File: config.mk
export PLATFORM = sky130hd
export DESIGN_NAME = mem_req_arbiter
export DESIGN_NICKNAME = d
export VERILOG_FILES = /design/src/rtl/mem_pkg.sv /design/src/rtl/rr_pick.sv /design/src/rtl/mem_req_arbiter.sv
export SDC_FILE = /design/constraint.sdc
export NUM_CORES = 1
export LEC_CHECK = 0
export CAP_MARGIN = 20
export CORE_MARGIN = 1
export CORE_UTILIZATION = 39
export CTS_CLUSTER_SIZE = 24
export DETAILED_ROUTE_END_ITERATION = 12
export HOLD_SLACK_MARGIN = 0.03
export PLACE_DENSITY = 0.81
export SKIP_LAST_GASP = 1
export SYNTH_ARGS = -nofsm -noshare
export SYNTH_HDL_FRONTEND = slang
export SYNTH_HIERARCHICAL = 1
export SYNTH_SLANG_ARGS = --single-unit
File: constraint.sdc
create_clock -name clk -period 4 [get_ports clk]
set_input_delay 0.8 -clock clk [delete_from_list [all_inputs] [get_ports clk]]
set_output_delay 0.8 -clock clk [all_outputs]
set_load 0.005 [all_outputs]
File: src/rtl/mem_pkg.sv
// Shared types and default widths for the memory front-end and memory_subsystem.
package mem_pkg;

    localparam int unsigned ADDR_WIDTH = 14;
    localparam int unsigned DATA_WIDTH = 16;

    typedef enum logic [1:0] {
        IDLE = 2'd0,
        BUSY = 2'd1,
        DONE = 2'd2
    } arb_state_t;

    typedef enum logic [1:0] {
        INVALID   = 2'd0,
        SHARED    = 2'd1,
        EXCLUSIVE = 2'd2,
        MODIFIED  = 2'd3
    } coherency_t;

endpackage

File: src/rtl/rr_pick.sv
// Round-robin picker: first set request at or above rr_ptr, wrapping.
module rr_pick #(
    parameter int unsigned N = 4
) (
    input  logic [N-1:0]                           req,
    input  logic [((N > 1) ? $clog2(N) : 1)-1:0]   rr_ptr,
    output logic [N-1:0]                           win_onehot_c,
    output logic [((N > 1) ? $clog2(N) : 1)-1:0]   win_idx_c,
    output logic                                   any_req_c
);

    localparam int unsigned PW = (N > 1) ? $clog2(N) : 1;

    logic          found;
    logic [PW-1:0] cand;

    // Walk the request vector starting at rr_ptr; first hit wins.
    always_comb begin
        win_onehot_c = '0;
        win_idx_c    = '0;
        found        = 1'b0;
        cand         = '0;
        for (int unsigned k = 0; k < N; k++) begin
            cand = PW'((32'(rr_ptr) + k) % N);
            if (!found && req[cand]) begin
                found              = 1'b1;
                win_idx_c          = cand;
                win_onehot_c[cand] = 1'b1;
            end
        end
    end

    assign any_req_c = |req;

endmodule

File: src/rtl/mem_req_arbiter.sv
// Round-robin arbiter that serialises processor read/write requests onto one memory port.
module mem_req_arbiter #(
    parameter int unsigned NUM_PROCESSORS = 4,
    parameter int unsigned ADDR_WIDTH     = mem_pkg::ADDR_WIDTH,
    parameter int unsigned DATA_WIDTH     = mem_pkg::DATA_WIDTH,
    parameter int unsigned TIMEOUT        = 32
) (
    input  logic                                 clk,
    input  logic                                 reset_n,
    input  logic [NUM_PROCESSORS-1:0]            proc_req,
    input  logic [NUM_PROCESSORS-1:0]            proc_we,
    input  logic [NUM_PROCESSORS*ADDR_WIDTH-1:0] proc_addr,
    input  logic [NUM_PROCESSORS*DATA_WIDTH-1:0] proc_wdata,
    output logic [NUM_PROCESSORS-1:0]            proc_grant,
    output logic [NUM_PROCESSORS-1:0]            proc_done,
    output logic                                 proc_err,
    output logic [DATA_WIDTH-1:0]                proc_rdata,
    output logic                                 mem_read_req,
    output logic                                 mem_write_req,
    output logic [ADDR_WIDTH-1:0]                mem_addr,
    output logic [DATA_WIDTH-1:0]                mem_write_data,
    output logic [NUM_PROCESSORS-1:0]            mem_proc_sel,
    input  logic [NUM_PROCESSORS-1:0]            mem_proc_resp,
    input  logic [DATA_WIDTH-1:0]                mem_read_data
);

    import mem_pkg::*;

    localparam int unsigned PTR_W = (NUM_PROCESSORS > 1) ? $clog2(NUM_PROCESSORS) : 1;
    localparam int unsigned CNT_W = (TIMEOUT > 1) ? $clog2(TIMEOUT) : 1;

    arb_state_t                state, state_nxt;
    logic [PTR_W-1:0]          rr_ptr, rr_ptr_nxt;
    logic [CNT_W-1:0]          tmo_cnt, tmo_cnt_nxt;

    logic [NUM_PROCESSORS-1:0] grant_nxt, done_nxt, sel_nxt;
    logic                      err_nxt, rd_nxt, wr_nxt;
    logic [DATA_WIDTH-1:0]     rdata_nxt, wdata_nxt;
    logic [ADDR_WIDTH-1:0]     addr_nxt;

    logic [NUM_PROCESSORS-1:0] win_onehot_c;
    logic [PTR_W-1:0]          win_idx_c;
    logic                      any_req_c;

    logic [ADDR_WIDTH-1:0]     addr_arr  [NUM_PROCESSORS];
    logic [DATA_WIDTH-1:0]     wdata_arr [NUM_PROCESSORS];

    // Unpack per-processor address and write-data slices.
    for (genvar g = 0; g < NUM_PROCESSORS; g++) begin : g_unpack
        assign addr_arr[g]  = proc_addr[g*ADDR_WIDTH +: ADDR_WIDTH];
        assign wdata_arr[g] = proc_wdata[g*DATA_WIDTH +: DATA_WIDTH];
    end

    rr_pick #(
        .N (NUM_PROCESSORS)
    ) u_pick (
        .req          (proc_req),
        .rr_ptr       (rr_ptr),
        .win_onehot_c (win_onehot_c),
        .win_idx_c    (win_idx_c),
        .any_req_c    (any_req_c)
    );

    // State register and all registered outputs.
    always_ff @(posedge clk) begin
        if (!reset_n) begin
            state          <= IDLE;
            rr_ptr         <= '0;
            tmo_cnt        <= '0;
            proc_grant     <= '0;
            proc_done      <= '0;
            proc_err       <= 1'b0;
            proc_rdata     <= '0;
            mem_read_req   <= 1'b0;
            mem_write_req  <= 1'b0;
            mem_addr       <= '0;
            mem_write_data <= '0;
            mem_proc_sel   <= '0;
        end else begin
            state          <= state_nxt;
            rr_ptr         <= rr_ptr_nxt;
            tmo_cnt        <= tmo_cnt_nxt;
            proc_grant     <= grant_nxt;
            proc_done      <= done_nxt;
            proc_err       <= err_nxt;
            proc_rdata     <= rdata_nxt;
            mem_read_req   <= rd_nxt;
            mem_write_req  <= wr_nxt;
            mem_addr       <= addr_nxt;
            mem_write_data <= wdata_nxt;
            mem_proc_sel   <= sel_nxt;
        end
    end

    // Next-state and next-output logic; memory side only changes on grant or completion.
    always_comb begin
        state_nxt   = state;
        rr_ptr_nxt  = rr_ptr;
        tmo_cnt_nxt = tmo_cnt;
        grant_nxt   = proc_grant;
        done_nxt    = '0;
        err_nxt     = 1'b0;
        rdata_nxt   = proc_rdata;
        rd_nxt      = mem_read_req;
        wr_nxt      = mem_write_req;
        addr_nxt    = mem_addr;
        wdata_nxt   = mem_write_data;
        sel_nxt     = mem_proc_sel;

        unique case (state)
            IDLE: begin
                if (any_req_c) begin
                    state_nxt   = BUSY;
                    grant_nxt   = win_onehot_c;
                    sel_nxt     = win_onehot_c;
                    addr_nxt    = addr_arr[win_idx_c];
                    wdata_nxt   = wdata_arr[win_idx_c];
                    wr_nxt      = proc_we[win_idx_c];
                    rd_nxt      = !proc_we[win_idx_c];
                    tmo_cnt_nxt = '0;
                    rr_ptr_nxt  = (win_idx_c == PTR_W'(NUM_PROCESSORS - 1)) ?
                                  '0 : win_idx_c + PTR_W'(1);
                end
            end
            BUSY: begin
                tmo_cnt_nxt = tmo_cnt + CNT_W'(1);
                if (|(mem_proc_resp & mem_proc_sel)) begin
                    state_nxt   = DONE;
                    done_nxt    = proc_grant;
                    rdata_nxt   = mem_read_req ? mem_read_data : proc_rdata;
                    rd_nxt      = 1'b0;
                    wr_nxt      = 1'b0;
                    sel_nxt     = '0;
                    tmo_cnt_nxt = '0;
                end else if (tmo_cnt == CNT_W'(TIMEOUT - 1)) begin
                    state_nxt   = DONE;
                    done_nxt    = proc_grant;
                    err_nxt     = 1'b1;
                    rdata_nxt   = '0;
                    rd_nxt      = 1'b0;
                    wr_nxt      = 1'b0;
                    sel_nxt     = '0;
                    tmo_cnt_nxt = '0;
                end
            end
            DONE: begin
                state_nxt = IDLE;
                grant_nxt = '0;
            end
            default: begin
                state_nxt = IDLE;
            end
        endcase
    end

endmodule

# Yosys cells after proc, flatten, opt, wreduce, memory -nomap -nowiden
# Index checks and enable logic that the tools add are counted.
[totals]
ff_bits = 70
input_bits = 150
[op_classes]
addsub = 5
order_cmp = 10
eq_ne = 7
mux = 61
n_bitwise = 7
n_reduce_logical = 25
[ops]
columns = ["operator", "count"]
rows = [
  ["$mux W16", 5],
  ["$mux W4", 9],
  ["$bmux W16 S2", 1],
  ["$bmux W14 S2", 1],
  ["$mux W14", 2],
  ["$mux W1", 17],
  ["$mux W2", 8],
  ["$pmux W4 S2", 2],
  ["$lt A2 B3 Y1 const B", 5],
  ["$mux W5", 3],
  ["$or A4 B4 Y4", 3],
  ["$bmux W1 S2", 5],
  ["$pmux W5 S2", 1],
  ["$reduce_and A2 Y1", 5],
  ["$demux W1 S2", 4],
  ["$ge A2 B1 Y1 const B", 4],
  ["$reduce_or A4 Y1", 2],
  ["$logic_and A1 B1 Y1", 7],
  ["$reduce_and A3 Y1", 2],
  ["$reduce_bool A2 Y1", 3],
  ["$reduce_or A6 Y1", 1],
  ["$add A5 B1 Y5 const B", 1],
  ["$eq A5 B5 Y1 const B", 1],
  ["$add A2 B1 Y2 const B", 2],
  ["13 further kinds", 21],
]

# Logic depth before layout (Yosys ltp)
[logic_depth]
word_depth = 17
mapped_depth = 12
depth_no_buf = 10

# Cells and area by module
# Netlist, hierarchy kept.
[modules_own_cells]
columns = ["module", "n_inst", "cells_each", "area_per_inst_um2", "seq_area_each_um2"]
rows = [
  ["mem_req_arbiter", 1, 337, 3348.2, 1401.3],
  ["rr_pick", 1, 47, 426.7, 0.0],
]

# Worst setup path after synthesis
# OpenSTA, ideal clock, no wires.
[synth_timing]
path_type = "reg-to-reg"
startpoint = "register rr_ptr[0]"
endpoint = "register mem_write_data[1]"
setup_time_ps = 132
t_arrival_ps = 3050
t_required_ps = 3868
slack_ps = 818
path_stages_with_launch = 13
n_path_buf = 2
synth_period_minus_slack_ps = 3182
cell_sequence = "dfxtp_1 > buf_2 > inv_1 > ha_1 > mux4_2 > nor2b_4 > o21ai_1 > and3_1 > o22ai_1 > buf_1 > mux4_2 > nand2_1 > a21oi_1"
[synth_between]
elab_chain_cells = 16
word_cells_on_any_way = 28
cone_classes = "add/sub: 3; mux: 18; bitwise: 1; reduce/logical: 6"
[synth_rtl]
columns = ["element", "line", "text"]
rows = [
  ["from (decl)", "mem_req_arbiter.sv:33", "logic [PTR_W-1:0] rr_ptr, rr_ptr_nxt;"],
  ["from (signal assigned)", "mem_req_arbiter.sv:81", "rr_ptr <= rr_ptr_nxt;"],
  ["parallel branches: the longest is 11 deep, another holds $add A2 B1 Y2", "n/a", ""],
  ["$mux W2 (*)", "rr_pick.sv:25", "if (!found && req[cand]) begin"],
  ["net win_idx_c[1]", "mem_req_arbiter.sv:42", "logic [PTR_W-1:0] win_idx_c;"],
  ["$not A2 Y3 (not written as such) (*)", "mem_req_arbiter.sv:117", "wdata_nxt = wdata_arr[win_idx_c];"],
  ["$bmux W16 S2 (*)", "mem_req_arbiter.sv:117", ""],
  ["$mux W16 (not written as such) (*) (2 in series)", "mem_req_arbiter.sv:117", ""],
  ["to (signal assigned)", "mem_req_arbiter.sv:90", "mem_write_data <= wdata_nxt;"],
  ["to (decl)", "mem_req_arbiter.sv:21", "output logic [DATA_WIDTH-1:0] mem_write_data,"],
]
# Mark *: on every way through the listed nets, which the timed path passes. The select of a mux whose other input is x is not followed.
# A chain may end at the register's enable or synchronous reset.

# Final worst setup path
[layout_timing]
startpoint = "register rr_ptr[1]"
endpoint = "register mem_write_req"
[layout_between]
elab_chain_cells = 16
word_cells_on_any_way = 28
cone_classes = "add/sub: 3; mux: 19; reduce/logical: 6"
[layout_rtl]
columns = ["element", "line", "text"]
rows = [
  ["parallel branches: the longest is 11 deep, another holds $add A2 B1 Y2", "n/a", ""],
  ["$mux W2 (*)", "rr_pick.sv:25", ""],
  ["net win_idx_c[1]", "mem_req_arbiter.sv:42", ""],
  ["$bmux W1 S2 (*)", "mem_req_arbiter.sv:118", "wr_nxt = proc_we[win_idx_c];"],
  ["$mux W1 (not written as such) (*)", "mem_req_arbiter.sv:118", ""],
  ["$mux W1 (*)", "mem_req_arbiter.sv:112", "if (any_req_c) begin"],
  ["$pmux W1 S2 (*)", "mem_req_arbiter.sv:110", "unique case (state)"],
  ["to (signal assigned)", "mem_req_arbiter.sv:88", "mem_write_req <= wr_nxt;"],
  ["to (decl)", "mem_req_arbiter.sv:19", "output logic mem_write_req,"],
]
# Marks and branches as above.

==> metrics.csv <==
metric,value,unit
first_global_vias,3822,
cts_buffers,9,
vias_per_cell,5.37,
critPathMaxFanout,32,
totalWireLength,11700,µm
power_switching,1.44,mW
clockBufferDepth,2,
hold_depth,2,
crit_chain,inv_1 > ha_1 > mux4_2 > nor2b_4 > o21ai_1 > and3_1 > o22ai_4 > buf_12 > mux4_2 > a32o_1,
synth_area_leaders,"dfxtp_1, mux4_2, nand2_1",
synth_top_area_share,37.1,%
min_to,mem_write_data[13],
maxSlewViolCount,0,
fin_util,66.4,%
routed.top_layer,met4,
wl_met2,6120,µm
start_util,40.5,%
antenna_found_initial,0,
grt-ovfl-total,0,
clkTransAtPathRegs,0.08,ns
avgSynthCellArea,9.83,µm²
peakVddDrop,0.317,mV
gr-usage-all-layers,23.1,%
hpwl,9210,µm
h-tree-depth,3,
r2r_start,rr_ptr[1],
rr_endpoint,mem_write_req,
yosysTopAreaCell,dfxtp_1,
insertion_delay,0.33,ns
cts_root_buf,clkbuf_8,
synth_nets,543,
die_w,100,µm
rrSetupSlack,0.67,ns
drive_above_1_share,12.9,%
combPwrFrac,60.6,%
core,0.00933,mm²
fin_worst_skew,0.00937,ns
drc,0,
drtAntennaViolNets,0,
crit_path_frequent_cell,mux4_2,
drt_iter0_markers,200,
max_cap_viol_count,0,
setup-tns-final,0,ns
fin_crit,3.33,ns
die_h,100,µm
cp-start-kind,register,
die-area,0.0101,mm²
worst-setup-path-type,reg -> reg,
synth_most_common_cell,nand2_1,
synth_cell_types,48,
rsz0062_at_grt,no,
switching_share,37.0,%
worstSetupEndpointType,register,
nNetsFinal,742,
rr_worst_depth,10,
worstHoldPathType,reg -> reg,
ys_top_cells_by_count,"nand2_1, dfxtp_1, mux4_2",
status,finished clean,
p_leak,2.22,nW
clock_sinks,70,
regArea,0.00140,mm²
gp_congestion,0.874,
crit_start,rr_ptr[1],
antennaDiodeCount,0,
syn_area,0.00377,mm²
async_flop_share,0,%
rows,35,
multiInputGateArea,0.00224,mm²
totalPowerFinal,3.88,mW
power_density,627,mW/mm²
synth_flop_cell,dfxtp_1,
dr.pass1.iters,4,
cts_tree,yes,
cp_slowest_stage_delay,0.53,ns
hold_buffers,0,
dr_wl_met3,931,µm
yosysWarnings,6,
ys_seq_elements,70,
critPathRequiredTime,4.22,ns
worstMarginPinSlew,0.651,ns
seq_area_frac_synth,37.1,%
ios,211,
fin_crit_sh,83.3,%
wl_per_cell,16.4,µm
met1_length,4390,µm
relSlewSlack,56.6,%
p_int,2.44,mW
cts_setup_buffers,0,
seqPwrFrac,26.1,%
grt_max_degree,44,
port_buffers,210,
ctsResizeCount,0,
setup_violations,0,
via_count,3852,
p_clk_share,13.3,%
hp-start,mem_write_data[13],
fmax,0.300,GHz
synthCells,384,
fillers,772,
synth_edf_count,0,
worst_path_max_delay_cell,dfxtp_1,
finalHoldViolCount,0,
grt_pass1_wl,18100,µm
arrival,3.55,ns
synthToLayoutAreaGrowth,64.0,%
## kinds of logic (layout without fill, tap and decap cells)
family | count (synthesis) | in the layout | share of synthesized area, %
adder cells (fa/ha/maj) | 9 | 9 | 2.98
AO/OA/AOI/OAI | 91 | 91 | 16.3
buffers and inverters | 35 | 239 | 4.34
flip-flops | 70 | 70 | 37.1
multiplexers | 38 | 38 | 21.8
AND/OR/NAND/NOR | 141 | 141 | 17.5
## layer usage
metal | track usage [%] | up-vias
met3 | 6.62 | 24
met1 | 24.8 | 1812
met4 | 9.14 | 0
met5 | 0 | -
met2 | 42.4 | 193
li1 | - | 1823
## how the worst max path moves through the flow
stage / endpoint / slack (ns)
after CTS: mem_write_req / 0.66
after detailed placement: mem_write_req / 0.42
after global routing: mem_addr[10] / 0.50
after floorplan: mem_write_data[1] / 0.82
after global placement: mem_write_data[0] / 0.53
final: mem_write_req / 0.67
## flip-flops by register name (all words and copies together), names as in the netlist
name            flops
state               2
proc_grant          4
mem_addr           14
proc_err            1
proc_done           4
mem_write_data     16
mem_write_req       1
tmo_cnt             5
mem_read_req        1
mem_proc_sel        4
proc_rdata         16
rr_ptr              2
## critical path, delay by kind of cell, from the launching register on
family,cells,cell delay (ns)
flops,1,0.53
compound gates,3,0.52
simple gates,2,0.43
fa+ha+maj,1,0.49
buf+inv,2,0.42
mux,2,0.84
## stage by stage
stage / hold WS, ns / setup WS, ns / cells / area, µm²
6_report: 0.455 / 0.667 / 717 / 6190
5_1_grt: 0.472 / 0.499 / 717 / 6190
4_1_cts: 0.456 / 0.661 / 717 / 6190
3_5_place_dp: 0.445 / 0.421 / 701 / 6010
3_3_place_gp: 0.442 / 0.534 / 701 / 6010
2_1_floorplan: 0.452 / 0.818 / 384 / 3770
## area by class of cell
cell class,instances,share of cell area [%]
clock buffer,10,2.22
clock inverter,6,0.768
inverter,5,0.303
multi-input combinational,279,36.1
sequential,70,22.6
tap,129,2.61
timing repair buffer,218,35.3
## cells in the final DEF (no fill, tap or decap), types with 2 or more instances in the layout
cell type and n:
nand3_1 2, nor3_1 4, a22oi_1 14, nor4_1 2, and2_1 5, dfxtp_1 70
o21bai_1 3, clkinvlp_4 4, and3_1 3, nor2_1 13, a21oi_1 33, clkinv_4 2
o21ai_1 6, buf_12 2, mux4_2 34, buf_4 6, mux2i_1 3, a22o_1 2
ha_1 9, nand2_1 85, clkdlybuf4s50_1 210, a32o_1 5, o21a_1 2, inv_1 3
o21ai_0 9, o21ai_2 10, nand4_1 16, clkbuf_8 10, o31ai_4 2
## power by group through the flow
stage | Sequential (mW) | Combinational [mW] | Clock (mW)
finish | 1.01 | 2.35 | 0.516
global route | 1.04 | 2.55 | 0.563
CTS | 1.01 | 2.37 | 0.532
detailed placement | 1.02 | 2.36 | 0
global placement | 1.02 | 2.30 | 0
floorplan | 1.03 | 1.49 | 0
Note: power is estimated with default switching activity, not from simulation.
